File: config.mk
export PLATFORM = sky130hd
export DESIGN_NAME = scan_decoder
export DESIGN_NICKNAME = d
export VERILOG_FILES = /design/src/rtl/decoder_pkg.sv /design/src/rtl/onehot_decoder.sv /design/src/rtl/scan_decoder.sv
export SDC_FILE = /design/constraint.sdc
export NUM_CORES = 1
export LEC_CHECK = 0
export CORE_MARGIN = 10
export CORE_UTILIZATION = 34
export DETAILED_ROUTE_END_ITERATION = 12
export DONT_BUFFER_PORTS = 1
export PLACE_DENSITY_LB_ADDON = 0.15
export SKIP_LAST_GASP = 1
export SYNTH_ARGS = -nofsm -noshare
export SYNTH_HDL_FRONTEND = slang
export SYNTH_SLANG_ARGS = --single-unit
File: constraint.sdc
create_clock -name clk -period 1.7 [get_ports clk]
set_clock_uncertainty 0.1 [all_clocks]
set_input_delay 0.425 -clock clk [delete_from_list [all_inputs] [get_ports clk]]
set_output_delay 0.425 -clock clk [all_outputs]
set_load 0.05 [all_outputs]
File: src/rtl/decoder_pkg.sv
// Shared types and helpers for the scan decoder: controller state encoding
// and a width-generic one-hot encoder.
package decoder_pkg;

    typedef enum logic [1:0] {
        IDLE   = 2'd0,
        ACTIVE = 2'd1,
        SCAN   = 2'd2
    } state_t;

    localparam int MAX_ADDR_WIDTH = 8;
    localparam int MAX_OUTPUTS    = 1 << MAX_ADDR_WIDTH;

    // Callers zero-extend their address to MAX_ADDR_WIDTH and keep the low 2^W bits.
    function automatic logic [MAX_OUTPUTS-1:0] onehot(input logic [MAX_ADDR_WIDTH-1:0] addr);
        onehot = {{(MAX_OUTPUTS-1){1'b0}}, 1'b1} << addr;
    endfunction

endpackage

File: src/rtl/onehot_decoder.sv
// Combinational ADDR_WIDTH-to-2^ADDR_WIDTH one-hot decoder with enable.
// All outputs are low when en is low.
module onehot_decoder
    import decoder_pkg::*;
#(
    parameter  int ADDR_WIDTH = 2,
    localparam int OUTPUTS    = 1 << ADDR_WIDTH
) (
    input  logic [ADDR_WIDTH-1:0] addr,
    input  logic                  en,
    output logic [OUTPUTS-1:0]    dec
);

    logic [MAX_OUTPUTS-1:0] full_s;

    assign full_s = onehot(MAX_ADDR_WIDTH'(addr));

    if (ADDR_WIDTH < 1 || ADDR_WIDTH > MAX_ADDR_WIDTH) begin : g_bad_width
        $error("onehot_decoder: ADDR_WIDTH out of supported range");
    end

    if (OUTPUTS < MAX_OUTPUTS) begin : g_pad
        logic unused_pad_s;
        assign unused_pad_s = |full_s[MAX_OUTPUTS-1:OUTPUTS];
    end

    // Gate the decoded line with the enable.
    always_comb begin
        dec = {OUTPUTS{1'b0}};
        if (en) begin
            dec = full_s[OUTPUTS-1:0];
        end else begin
            dec = {OUTPUTS{1'b0}};
        end
    end

endmodule

File: src/rtl/scan_decoder.sv
// Registered one-hot select with an address register and an auto-increment
// scan mode; out, wrapped and cur_address all update on the rising edge.
module scan_decoder
    import decoder_pkg::*;
#(
    parameter  int ADDR_WIDTH = 2,
    localparam int OUTPUTS    = 1 << ADDR_WIDTH
) (
    input  logic                  clk,
    input  logic                  reset,
    input  logic                  enable,
    input  logic                  clear,
    input  logic                  load,
    input  logic                  scan,
    input  logic [ADDR_WIDTH-1:0] address,
    output logic [OUTPUTS-1:0]    out,
    output logic [ADDR_WIDTH-1:0] cur_address,
    output logic                  wrapped,
    output logic                  busy
);

    state_t                  state_r;
    state_t                  state_nxt_s;
    logic [ADDR_WIDTH-1:0]   cur_address_r;
    logic [ADDR_WIDTH-1:0]   addr_nxt_s;
    logic [OUTPUTS-1:0]      out_r;
    logic [OUTPUTS-1:0]      dec_s;
    logic                    wrapped_r;
    logic                    wrap_nxt_s;
    logic                    dec_en_s;

    // Next state and next address; clear beats load, load beats scan.
    always_comb begin
        state_nxt_s = state_r;
        addr_nxt_s  = cur_address_r;
        wrap_nxt_s  = 1'b0;
        if (clear) begin
            state_nxt_s = IDLE;
        end else if (load) begin
            addr_nxt_s  = address;
            state_nxt_s = scan ? SCAN : ACTIVE;
        end else begin
            case (state_r)
                IDLE: begin
                    state_nxt_s = IDLE;
                end
                ACTIVE: begin
                    state_nxt_s = scan ? SCAN : ACTIVE;
                end
                SCAN: begin
                    if (!scan) begin
                        state_nxt_s = ACTIVE;
                    end else if (enable) begin
                        addr_nxt_s = cur_address_r + ADDR_WIDTH'(1);
                        wrap_nxt_s = (cur_address_r == {ADDR_WIDTH{1'b1}});
                    end else begin
                        addr_nxt_s = cur_address_r;
                    end
                end
                default: begin
                    state_nxt_s = IDLE;
                end
            endcase
        end
    end

    assign dec_en_s = enable && (state_nxt_s != IDLE);

    onehot_decoder #(
        .ADDR_WIDTH (ADDR_WIDTH)
    ) u_dec (
        .addr (addr_nxt_s),
        .en   (dec_en_s),
        .dec  (dec_s)
    );

    // State, address, select and wrap registers.
    always_ff @(posedge clk) begin
        if (reset) begin
            state_r       <= IDLE;
            cur_address_r <= {ADDR_WIDTH{1'b0}};
            out_r         <= {OUTPUTS{1'b0}};
            wrapped_r     <= 1'b0;
        end else begin
            state_r       <= state_nxt_s;
            cur_address_r <= addr_nxt_s;
            out_r         <= dec_s;
            wrapped_r     <= wrap_nxt_s;
        end
    end

    assign out         = out_r;
    assign cur_address = cur_address_r;
    assign wrapped     = wrapped_r;
    assign busy        = (state_r != IDLE);

endmodule

## After elaboration in Yosys (flattened, before gate mapping)

Index checks and enable logic that the tools add are counted.

- Word-level logic and storage cells: 28
- Input port bits: 8
- Register bits: 9

- Shift-type cells: 1
- Reduce and logical (&&, ||, !) cells: 5
- Eq/ne operators: 3
- Add/sub/neg operators: 1
- Bitwise gates (word level): 4
- Mux-type cells: 10

Operators by type and width:

| cell | number |
|---|---|
| two-way mux 2 bit | 9 |
| OR reduction 6 bit | 1 |
| equality test 2 bit, second input constant | 2 |
| inverter 1 bit | 4 |
| case mux 2 bit (2 select lines) | 1 |
| nonzero test 2 bit | 2 |
| << shifter 1 x 2 -> 4 bit, first input constant | 1 |
| adder 2 x 1 -> 2 bit, second input constant | 1 |
| equality test 2 x 1 -> 1 bit, second input constant | 1 |
| OR reduction 2 bit | 1 |
| logical AND 1 bit | 1 |

## Longest topological paths before layout

- Depth after elaboration: 8
- Gate-level depth with buffers: 6
- Gate-level depth less buffers: 6

## By module

A second synthesis with hierarchy kept.

- Cells, all modules: 55
- Area, all modules: 511.7 µm²

By module, submodules not included:

| module | instances | area each (µm²) | cells an instance |
|---|---|---|---|
| scan_decoder | 1 | 474.2 | 51 |
| onehot_decoder | 1 | 37.5 | 4 |

## Least setup slack after synthesis

OpenSTA, ideal clock, no wires.

- Path kind: register to register
- From: reg cur_address_r[0], in the netlist cur_address[0]
- To: reg out_r[1], in the netlist out[1]
- Data arrival time: 1.695 ns
- Path buffers: 0
- Path slack: -0.175 ns
- Setup time: 0.081 ns
- Cell stages (with the launch flop): 5
- Data required time: 1.519 ns
- Clock period less this slack: 1.875 ns
- Path through: dfxtp_1 > ha_1 > o31a_2 > o22ai_2 > nor3b_1

- Word-level cells in the longest chain between the ends: 7

Ends and longest elaborated chain:

| what | RTL line | RTL |
|---|---|---|
| start: declaration | scan_decoder.sv:24 | `logic [ADDR_WIDTH-1:0] cur_address_r;` |
| start signal: assignment | scan_decoder.sv:81 | `cur_address_r <= {ADDR_WIDTH{1'b0}};` |
| start signal: assignment | scan_decoder.sv:86 | `cur_address_r <= addr_nxt_s;` |
| adder 2 x 1 -> 2 bit | scan_decoder.sv:54 | `addr_nxt_s = cur_address_r + ADDR_WIDTH'(1);` |
| two-way mux 2 bit | scan_decoder.sv:53 | `end else if (enable) begin` |
| two-way mux 2 bit | scan_decoder.sv:51 | `if (!scan) begin` |
| two-way mux 2 bit | scan_decoder.sv:43 | `case (state_r)` |
| two-way mux 2 bit | scan_decoder.sv:39 | `end else if (load) begin` |
| two-way mux 2 bit (*) | scan_decoder.sv:37 | `if (clear) begin` |
| << shifter 1 x 2 -> 4 bit (*) | decoder_pkg.sv:16 | `onehot = {{(MAX_OUTPUTS-1){1'b0}}, 1'b1} << addr;` |
| end signal: assignment | scan_decoder.sv:82 | `out_r <= {OUTPUTS{1'b0}};` |
| end signal: assignment | scan_decoder.sv:87 | `out_r <= dec_s;` |
| end: declaration | scan_decoder.sv:26 | `logic [OUTPUTS-1:0] out_r;` |

Every way passes the cells marked *; elsewhere a longest branch is shown, timed or not.
A chain may end at the register's enable or synchronous reset.

## Worst setup path in the final report

- From: reg state_r[0]
- To: reg out_r[0], in the netlist out[0]

- Word-level cells in the longest chain between the ends: 8
- Elaborated cells on any way between the ends: 14
- Those cells by class: eq/ne: 2; shift: 1; mux: 7; bitwise: 1; reduce/logical: 3

Ends and longest elaborated chain:

| what | RTL line | RTL |
|---|---|---|
| start: declaration | scan_decoder.sv:22 | `state_t state_r;` |
| start signal: assignment | scan_decoder.sv:85 | `state_r <= state_nxt_s;` |
| equality test 2 bit, or another cell as far along | scan_decoder.sv:43 |  |
| case mux 2 bit (2 select lines) | scan_decoder.sv:43 |  |
| two-way mux 2 bit | scan_decoder.sv:39 |  |
| two-way mux 2 bit | scan_decoder.sv:37 |  |
| nonzero test 2 bit | scan_decoder.sv:67 | `assign dec_en_s = enable && (state_nxt_s != IDLE);` |
| logical AND 1 bit | scan_decoder.sv:67 |  |
| inverter 1 bit (no line) | n/a |  |
| OR reduction 2 bit (no line) | n/a |  |

Several ways; a longest one is shown, not always the timed one.

==> out/metrics.cfg <==
[synth]
synthArstFlopShare=0
ys_seq_elements=9
synth_warnings=0
synth-adder-area-share=0.107
synth_top_area_frac=0.386
yosysMostFrequentCell=dfxtp_1
syn_area_um2=467
syn_inst=49
synth_nets=61
synthTopCellsByArea=dfxtp_1, ha_1, nor2_1
synth_compound_area_frac=0.196
synth_edf_count=0
yosysUniqueCellTypes=25
synth_area_per_cell_um2=9.52
yosys.area_share.simple=0.247
synth_top_cell_by_area=dfxtp_1
muxShareOfSynthArea=0.0322
yosysSeqAreaShare=0.386
synth_xor_area_frac=0
synth_ff_type=dfxtp_1
synth_top_family_by_area=simple AND/OR/NAND/NOR gates
synth_commonest_cells=dfxtp_1, nor2_1, ha_1, inv_1

[timing]
setup_violations=0
maxSlewViolCount=0
fmax_ghz=0.614
finalCritPeriodShare=0.958
relSlewSlack=0.668
hold_ws_ps=131
grt_setup_unrepaired=true
fin_tns_setup_ps=0
worst_pin_slew_ps=497
min_period_ps=1630
hold_viol_final=0

[critical_path]
r2r_setup_slack_ps=70
worst-path-max-fanout=3
path_cells=inv_2 > ha_2 > nand3_2 > mux2_4 > a221o_1 > nor3b_2
worst_path_max_delay_cell=mux2_4
crit_buf_inv=1
critPathTopFamily=multiplexers
cp-start-kind=flip-flop
arrival_ps=1710
endpoint_kind=flip-flop
path_class=reg -> reg
required_ps=1780
cpPeakStageDelay_ps=320

[run]
cap_violations=0

[final_layout]
instances_no_fill=74
antennaDiodeCount=0
area_delta_synth_final_pct=23.6
n_fill_cell=128
drive_gt1_frac=0.390
nNetsFinal=72

[grt]
grt_pass1_vias=365
grt_max_degree=8
grt_pass1_wl_um=1700
antenna_found_initial=0
grt.total_usage=0.0650
grt_overflow=0

[pwr]
power_density_nw_per_um2=780
leakagePower_nw=0.228
ir_worst_vdd_v=0.000369

[placement]
place_hpwl_um=883
gp_congestion=0.740
portBuffers=0
post-place-cells=70

[detailed_routing]
wl_um=1040
drtPass1Iterations=4
wl_per_cell_um=14.0
ant_nets=0
first_iter_violations=2
vias_per_cell=5.03
drc=0
vias=372

[die]
die_w_um=57.1
initial_utilization=0.359
ioPinCount=16
die_h_um=57.1
fp-row-count=13
coreArea_um2=1300
die_area_um2=3250

[clock_network]
cts_root_buffer=clkbuf_4
hold_buffers=0
cts_tree=built
clock_sinks=9
cts-buffers-inserted=3
clk_pin_slew_worst_paths_ps=60
clock_path_buffers=2
clk_latency_ps=250
h-tree-depth=1

[hold_path]
hold_path.class=in -> reg

[outcome]
status=complete, no violations

[what timing repair did]
item / CTS / global route
endpoints found under the setup margin: 4 / 4
gates resized for setup: 3 / 5
setup buffers: 0 / 0
endpoints found under the hold margin: 0 / 0
pin swaps: 0 / 3
[per-layer routing]
layer / wire length, µm / share of wire / global-route usage / vias up
met5: 0 / 0 / 0 / -
li1: - / - / - / 195
met3: 109 / 0.10 / 0.0465 / 0
met2: 533 / 0.51 / 0.109 / 12
met1: 396 / 0.38 / 0.0623 / 165
met4: 0 / 0 / 0.0201 / 0
[area by class of cell]
cell class	instances	area [µm²]	share of cell area
Clock buffer	4	26.3	0.0456
Inverter	4	15.0	0.0260
Multi-Input combinational cell	36	288	0.499
Sequential cell	9	184	0.319
Tap cell	15	18.8	0.0325
Timing Repair Buffer	6	45.0	0.0781
[path summary, 6_finish.rpt]
check                                  from                        end  depth (start not counted)
hold reg to reg   cur_address[1]$_SDFF_PP0_         wrapped$_SDFF_PP0_                          3
setup reg to reg      state_r[0]$_SDFF_PP0_          out[0]$_SDFF_PP0_                          6
setup / recovery      state_r[0]$_SDFF_PP0_          out[0]$_SDFF_PP0_                          6
hold / removal                        reset  cur_address[1]$_SDFF_PP0_                          1
[per-stage QoR]
step	total power, mW	worst slack [ps]	util	area [µm²]
floorplan	0.281	36.4	-	469
global placement	0.296	18.7	0.410	533
detailed placement	0.298	-17.6	0.410	533
CTS	0.459	18.3	0.437	568
global route	0.480	-1.85	0.443	577
finish	0.450	71.8	0.443	577
[placed cells by master, fill, tap and decap left out, drive strengths merged, types with 2 or more instances in the layout]
cell    n
nor3    3
dfxtp   9
nor3b   2
nand2b  2
buf     6
nor2    5
clkbuf  4
a21oi   3
ha      4
nand2   3
inv     4
[kinds of logic after synthesis]
group,after synthesis
compound gates,12
buf+inv,4
fa+ha+maj,4
mux,1
flops,9
simple gates,19
[worst reg2reg max path, stage by stage, from the launching register on]
cell and delay [ps]:
dfxtp_1 310, inv_2 60, ha_2 180, nand3_2 110, mux2_4 330, a221o_1 310, nor3b_2 160
[flip-flops by register name, indices dropped and copies added, names as in the netlist]
| name | cells |
|---|---|
| wrapped | 1 |
| out | 4 |
| state_r | 2 |
| cur_address | 2 |
[report_power, final]
part,internal [mW],leakage (nW),switching [mW]
combinational,0.0294,0.139,0.0415
clock,0.0897,0.0150,0.0635
sequential,0.217,0.0743,0.00812
No activity file was read; power rests on OpenSTA's default activity.
